**src/rtl/pcm_line_encoder.sv**
```systemverilog
// PCM line encoder: NRZ family with serial randomizer; bi-phase codes (Biph-L/M/S)
// are compiled in only when the macro PCM_BIPHASE_EN is defined.
module pcm_line_encoder #(
    parameter int unsigned        LFSR_W = 15,
    parameter int unsigned        TAP_A  = 14,
    parameter int unsigned        TAP_B  = 13,
    parameter logic [LFSR_W-1:0]  SEED   = '0
) (
    input  logic              clk_temp,
    input  logic              rst_n_i,
    input  logic [2:0]        pattern_i,
    input  logic              bit_stb_i,
    input  logic              data_i,
    input  logic              frame_sync_i,
    output logic              data_o,
    output logic [LFSR_W-1:0] lfsr_o,
    output logic              err_o
);

    localparam logic [2:0] PAT_RNRZ_L = 3'd0;
    localparam logic [2:0] PAT_NRZ_L  = 3'd1;
    localparam logic [2:0] PAT_NRZ_M  = 3'd2;
    localparam logic [2:0] PAT_NRZ_S  = 3'd3;

    logic [2:0]        pattern_q, pattern_d;
    logic [LFSR_W-1:0] lfsr_q, lfsr_d;
    logic              data_q, data_d;

    logic [2:0]        pat_sel;
    logic [LFSR_W-1:0] lfsr_base;
    logic              fb;
    logic              nrz_bit;

`ifdef PCM_BIPHASE_EN
    localparam logic [2:0] PAT_BIPH_L = 3'd4;
    localparam logic [2:0] PAT_BIPH_M = 3'd5;
    localparam logic [2:0] PAT_BIPH_S = 3'd6;

    typedef enum logic [1:0] {
        IDLE  = 2'd0,
        HALF1 = 2'd1,
        HALF2 = 2'd2
    } state_t;

    state_t state_q, state_d;
    logic   bit_q, bit_d;
    logic   err_q, err_d;
`endif

    always_comb begin
        pattern_d = pattern_q;
        lfsr_d    = lfsr_q;
        data_d    = data_q;
        // A frame-sync strobe switches code and reseeds in the same cycle.
        pat_sel   = frame_sync_i ? pattern_i : pattern_q;
        lfsr_base = frame_sync_i ? SEED : lfsr_q;
        fb        = data_i ^ lfsr_base[TAP_A] ^ lfsr_base[TAP_B];
        case (pat_sel)
            PAT_RNRZ_L: nrz_bit = fb;
            PAT_NRZ_M:  nrz_bit = data_q ^ data_i;
            PAT_NRZ_S:  nrz_bit = ~(data_q ^ data_i);
            default:    nrz_bit = data_i;
        endcase
`ifdef PCM_BIPHASE_EN
        state_d = state_q;
        bit_d   = bit_q;
        err_d   = err_q;
        if (state_q == HALF1) begin
            // Second half of a bi-phase bit; a strobe here is a protocol error and is dropped.
            state_d = HALF2;
            if (bit_stb_i) begin
                err_d = 1'b1;
            end
            case (pattern_q)
                PAT_BIPH_L: data_d = ~bit_q;
                PAT_BIPH_M: data_d = data_q ^ bit_q;
                default:    data_d = ~(data_q ^ bit_q);
            endcase
        end else if (bit_stb_i) begin
            pattern_d = pat_sel;
            lfsr_d    = {lfsr_base[LFSR_W-2:0], fb};
            if (pat_sel == PAT_BIPH_L || pat_sel == PAT_BIPH_M || pat_sel == PAT_BIPH_S) begin
                state_d = HALF1;
                bit_d   = data_i;
                data_d  = (pat_sel == PAT_BIPH_L) ? data_i : ~data_q;
            end else begin
                state_d = IDLE;
                data_d  = nrz_bit;
            end
        end else if (state_q == HALF2) begin
            state_d = IDLE;
        end
`else
        if (bit_stb_i) begin
            pattern_d = pat_sel;
            lfsr_d    = {lfsr_base[LFSR_W-2:0], fb};
            data_d    = nrz_bit;
        end
`endif
    end

    always_ff @(posedge clk_temp or negedge rst_n_i) begin
        if (!rst_n_i) begin
            pattern_q <= PAT_NRZ_L;
            lfsr_q    <= SEED;
            data_q    <= 1'b0;
        end else begin
            pattern_q <= pattern_d;
            lfsr_q    <= lfsr_d;
            data_q    <= data_d;
        end
    end

`ifdef PCM_BIPHASE_EN
    always_ff @(posedge clk_temp or negedge rst_n_i) begin
        if (!rst_n_i) begin
            state_q <= IDLE;
            bit_q   <= 1'b0;
            err_q   <= 1'b0;
        end else begin
            state_q <= state_d;
            bit_q   <= bit_d;
            err_q   <= err_d;
        end
    end

    assign err_o = err_q;
`else
    assign err_o = 1'b0;
`endif

    assign data_o = data_q;
    assign lfsr_o = lfsr_q;

endmodule

```
**config.mk**
```make
export PLATFORM = sky130hd
export DESIGN_NAME = pcm_line_encoder
export DESIGN_NICKNAME = d
export VERILOG_FILES = /design/src/rtl/pcm_line_encoder.sv
export SDC_FILE = /design/constraint.sdc
export NUM_CORES = 1
export LEC_CHECK = 0
export ABC_CLOCK_PERIOD_IN_PS = 2600
export CAP_MARGIN = 20
export CORE_ASPECT_RATIO = 0.7
export CORE_UTILIZATION = 50
export DETAILED_ROUTE_END_ITERATION = 8
export PLACE_DENSITY = 0.93
export SKIP_LAST_GASP = 1
export SLEW_MARGIN = 40
export SYNTH_ARGS = -nofsm -noshare
export SYNTH_HDL_FRONTEND = slang
export SYNTH_SLANG_ARGS = --single-unit
```
**constraint.sdc**
```tcl
create_clock -name clk_temp -period 2.6 [get_ports clk_temp]
set_input_delay 0.26 -clock clk_temp [delete_from_list [all_inputs] [get_ports clk_temp]]
set_output_delay 0.26 -clock clk_temp [all_outputs]
set_load 0.01 [all_outputs]
```
# ---- Yosys cells after proc, flatten, opt, wreduce, memory -nomap -nowiden
# Cells that the tools add are included.
dict set report op_classes {
  add_sub_neg 0
  multipliers 0
  div_mod_pow 0
  order_cmp 0
  n_eq_ne 2
  n_shift 0
  mux 3
  n_bitwise 4
  reduce_logical 1
}
# operator n
set op_table {}
lappend op_table {{15-bit two-way mux} 1}
lappend op_table {{3-bit by 2-bit equality test with 1-bit output (second input constant)} 2}
lappend op_table {{3-bit logical NOT} 1}
lappend op_table {{3-bit two-way mux} 1}
lappend op_table {{1-bit case mux with 3 select lines} 1}
lappend op_table {{1-bit bitwise XOR} 3}
lappend op_table {{1-bit inverter} 1}
dict set report word_totals {
  reg_bits 19
  latch_bits 0
  ramBits 0
  romBits 0
  inputBits 8
  out_inout_bits 17
  wordCells 13
  memories 0
}

# ---- Longest topological paths before layout
dict set report logic_depth {
  depth_word 4
  depth_mapped 6
  mapped_depth_nobuf 5
}

# ---- Worst setup path after synthesis
# Ideal clock, no wire load.
dict set report synth_path {
  path_type {flip-flop to flip-flop}
  startpoint {reg pattern_q[0]}
  endpoint {reg data_q, in the netlist data_o}
  setup_ns 0.126
  arrival_time_ns 1.163
  required_time_ns 2.474
  path_slack_ns 1.311
  path_stages_with_launch 6
  path_buffers 0
  cell_sequence {dfstp_2 -> xnor2_1 -> nand2_1 -> a221o_1 -> nand4_1 -> a21oi_1}
}
dict set report synth_between {
  elab_chain_len 3
  word_cells_on_any_way 5
  cone_classes {2 x eq/ne; 2 x mux; 1 x reduce/logical}
}
# element line
set synth_lines {}
lappend synth_lines {{from (decl)} 25} ;# logic [2:0] pattern_q, pattern_d;
lappend synth_lines {{from (signal assigned)} 108} ;# pattern_q <= pattern_d;
lappend synth_lines {{3-bit two-way mux (*)} 55} ;# pat_sel = frame_sync_i ? pattern_i : pattern_q;
lappend synth_lines {{3-bit by 2-bit equality test with 1-bit output / 3-bit logical NOT (equally long branches)} 58} ;# case (pat_sel)
lappend synth_lines {{1-bit case mux with 3 select lines (*)} 58}
lappend synth_lines {{to (signal assigned)} 110} ;# data_q <= data_d;
lappend synth_lines {{to (decl)} 27} ;# logic data_q, data_d;
# Every way passes the cells marked *; elsewhere a longest branch is shown, timed or not.
# A chain may end at the register's enable or synchronous reset.

# ---- Worst setup path in the final report
dict set report layout_path {
  startpoint {in frame_sync_i}
  endpoint {reg data_q, in the netlist data_o}
}
dict set report layout_between {
  elab_chain_len 4
  word_cells_on_any_way 8
  cone_classes {2 x eq/ne; 3 x mux; 2 x bitwise; 1 x reduce/logical}
}
# element line
set layout_lines {}
lappend layout_lines {{from (decl)} 14} ;# input logic frame_sync_i,
lappend layout_lines {{15-bit two-way mux} 56} ;# lfsr_base = frame_sync_i ? SEED : lfsr_q;
lappend layout_lines {{1-bit bitwise XOR (2 in a row)} 57} ;# fb = data_i ^ lfsr_base[TAP_A] ^ lfsr_base[TAP_B];
lappend layout_lines {{1-bit case mux with 3 select lines (*)} 58}
# Marked as above.

==> flow_summary.json <==
{
  "final_cell_mix": "22 x clkdlybuf4s50_1, 18 x dfrtp_1, 17 x inv_1",
  "vias_per_cell": 5.65,
  "pwr-share-comb_pct": 18.3,
  "holdWs_ns": 0.417,
  "ir_worst_vdd_mv": 0.341,
  "fp.coreArea_sq_um": 1680,
  "setup_tns_ns": 0,
  "finalCritPeriodShare_pct": 67.6,
  "p_int_mw": 0.427,
  "final_antenna_net_count": 0,
  "worst_pin_slew_ns": 0.688,
  "rsz0062_at_grt": "false",
  "min_period_ns": 1.76,
  "leakagePower_nw": 0.505,
  "ys_seq_area_share_pct": 49.8,
  "ys.flop_type": "dfrtp_1",
  "powerDensity_nw_per_um2": 481,
  "cts_resized": 0,
  "mostFrequentLayoutCell": "clkdlybuf4s50_1",
  "h-tree-depth": 1,
  "layout-drive-gt1-share_pct": 7.14,
  "finalSetupViolations": 0,
  "cp.arrival_ns": 1.98,
  "die_w_um": 54.3,
  "area_growth_pct": 27.6,
  "tritoncts": "built",
  "rows": 12,
  "max_cap_viol_count": 0,
  "clkLatencyLatePin_ns": 0.30,
  "finalClockSkew_ns": 0.00145,
  "yosysWarnings": 0,
  "finalNonFillerCells": 147,
  "relSlewSlack_pct": 54.0,
  "gp_congestion": 0.899,
  "outcome": "finished clean",
  "pre_cts_slack_ns": 0.576,
  "hp-class": "in2async",
  "grt_pass1_wl_um": 2980,
  "swShare_pct": 27.4,
  "route.detailed.drc": 0,
  "grt_use_met1_pct": 29.2,
  "drt_iter0_drc": 17,
  "yosys.area.top_type_share_pct": 47.1,
  "synth_nets": 111,
  "syn_avg_cell_area_sq_um": 9.29,
  "wl_um": 1990,
  "worst_ep_required_time_ns": 2.82,
  "port_buffers": 23,
  "synth_edf_count": 0,
  "synth_cell_type_count": 25,
  "grt_pass1_vias": 653,
  "start_util_pct": 56.9,
  "post-cts-setup-buffers": 0,
  "clk_pin_slew_ns": 0.10,
  "setup_ws_ns": 0.842,
  "tritoncts.num_buffers": 3,
  "synth_top_area_cell": "dfrtp_1",
  "worstPathMaxFanout": 23,
  "grt.busiest_layer": "met1",
  "grt_usage_pct": 21.1,
  "drt_pass1_iterations": 4,
  "wl_per_cell_um": 13.5,
  "gr-usage-met3_pct": 8.63,
  "fp.dieArea_sq_um": 2100,
  "cts_hold_buf": 0,
  "achievable-frequency_mhz": 569,
  "grt-ovfl-total": 0,
  "finalHoldViolCount": 0,
  "antenna_cells": 0,
  "nets": 135,
  "fp.dieH_um": 38.6,
  "ys_ff_latch": 19,
  "crit_type": "in2reg",
  "clockRootBuffer": "clkbuf_4",
  "post-dp-hpwl_um": 1390,
  "synth_area_sq_um": 957,
  "dp_cells": 142,
  "synthTopCellsByArea": "dfrtp_1 47%, nand3b_1 11%, inv_1 6.7%",
  "clock_path_buffers": 2,
  "async_reset_ff_share_pct": 100,
  "grtUsageMet2_pct": 29.0,
  "start_kind": "primary input",
  "routed-via-count": 830,
  "antenna_found_initial": 0,
  "power_frac_clock_pct": 25.1,
  "pin_count": 25,
  "grt_max_degree": 32,
  "final_util_pct": 72.6,
  "power_switching_mw": 0.161,
  "clock-sinks": 19,
  "synth_cells": 103,
  "slew_violations": 0,
  "seqPwrFrac_pct": 56.6,
  "crit_path_end_kind": "flip-flop"
}
[final timing paths]
path / start / endpoint / slack [ns] / cells past startpoint
hold / removal: rst_n_i / lfsr_o[8] / 0.42 / 2
min in group clk_temp: lfsr_o[0] / lfsr_o[1] / 0.55 / 2
setup / recovery: frame_sync_i / data_o / 0.84 / 6
max in group asynchronous: rst_n_i / pattern_q[0] / 1.86 / 2
setup reg to reg: pattern_q[0] / data_o / 1.19 / 5
hold reg to reg: lfsr_o[0] / lfsr_o[1] / 0.55 / 2
[synth_stat cells, types with 2 or more instances]
master    number
o21ai_1       10
nor2_1         5
nand2_1        5
clkbuf_1       3
inv_1         17
o21ai_0        7
nand4_1        3
xnor2_1        3
nand3b_1      14
a21oi_1        3
buf_4          2
dfrtp_1       18
[area by class of cell]
cell class              count  area (sq um)
well taps                  21          26.3
clock buffers               4          26.3
inverters                  17          63.8
flip-flops and latches     19           477
multi-input cells          61           385
repair buffers             25           243
fillers                   139           460
[registers in the layout (all words and copies together), names as in the netlist]
signal     flops
data_o         1
lfsr_o        15
pattern_q      3
[cell families (layout without fill, tap and decap cells)]
group	Yosys count	in the layout	synth area share (%)
AO/OA/AOI/OAI	25	25	15.8
XOR/XNOR	4	4	3.66
buffers and inverters	23	46	9.93
flip-flops	19	19	49.8
multiplexers	2	2	2.22
other	1	1	0.392
AND/OR/NAND/NOR	29	29	18.2
[metal layers]
layer  wire, um  part of all wire [%]
met1        942                    47
met2        878                    44
met3        144                   7.3
met4         19                  0.96
met5          0                     0
[per-stage QoR]
step	power, mW	area, sq um
floorplan	0.392	957
detailed placement	0.444	1190
global route	0.616	1220
global placement	0.438	1190
CTS	0.591	1220
finish	0.587	1220
[critical path, stage by stage]
cell	delay (ns)
clkdlybuf4s50_1	0.91
nor2_1	0.19
a32o_1	0.26
nand4_1	0.10
nand4_1	0.09
a21oi_1	0.17
[power groups by stage]
stage | clock, mW | sequential (mW) | combinational, mW
global placement | 0 | 0.336 | 0.102
global route | 0.164 | 0.334 | 0.118
CTS | 0.152 | 0.332 | 0.107
detailed placement | 0 | 0.338 | 0.106
finish | 0.147 | 0.333 | 0.108
floorplan | 0 | 0.338 | 0.0541
No activity file was read; power rests on OpenSTA's default activity.
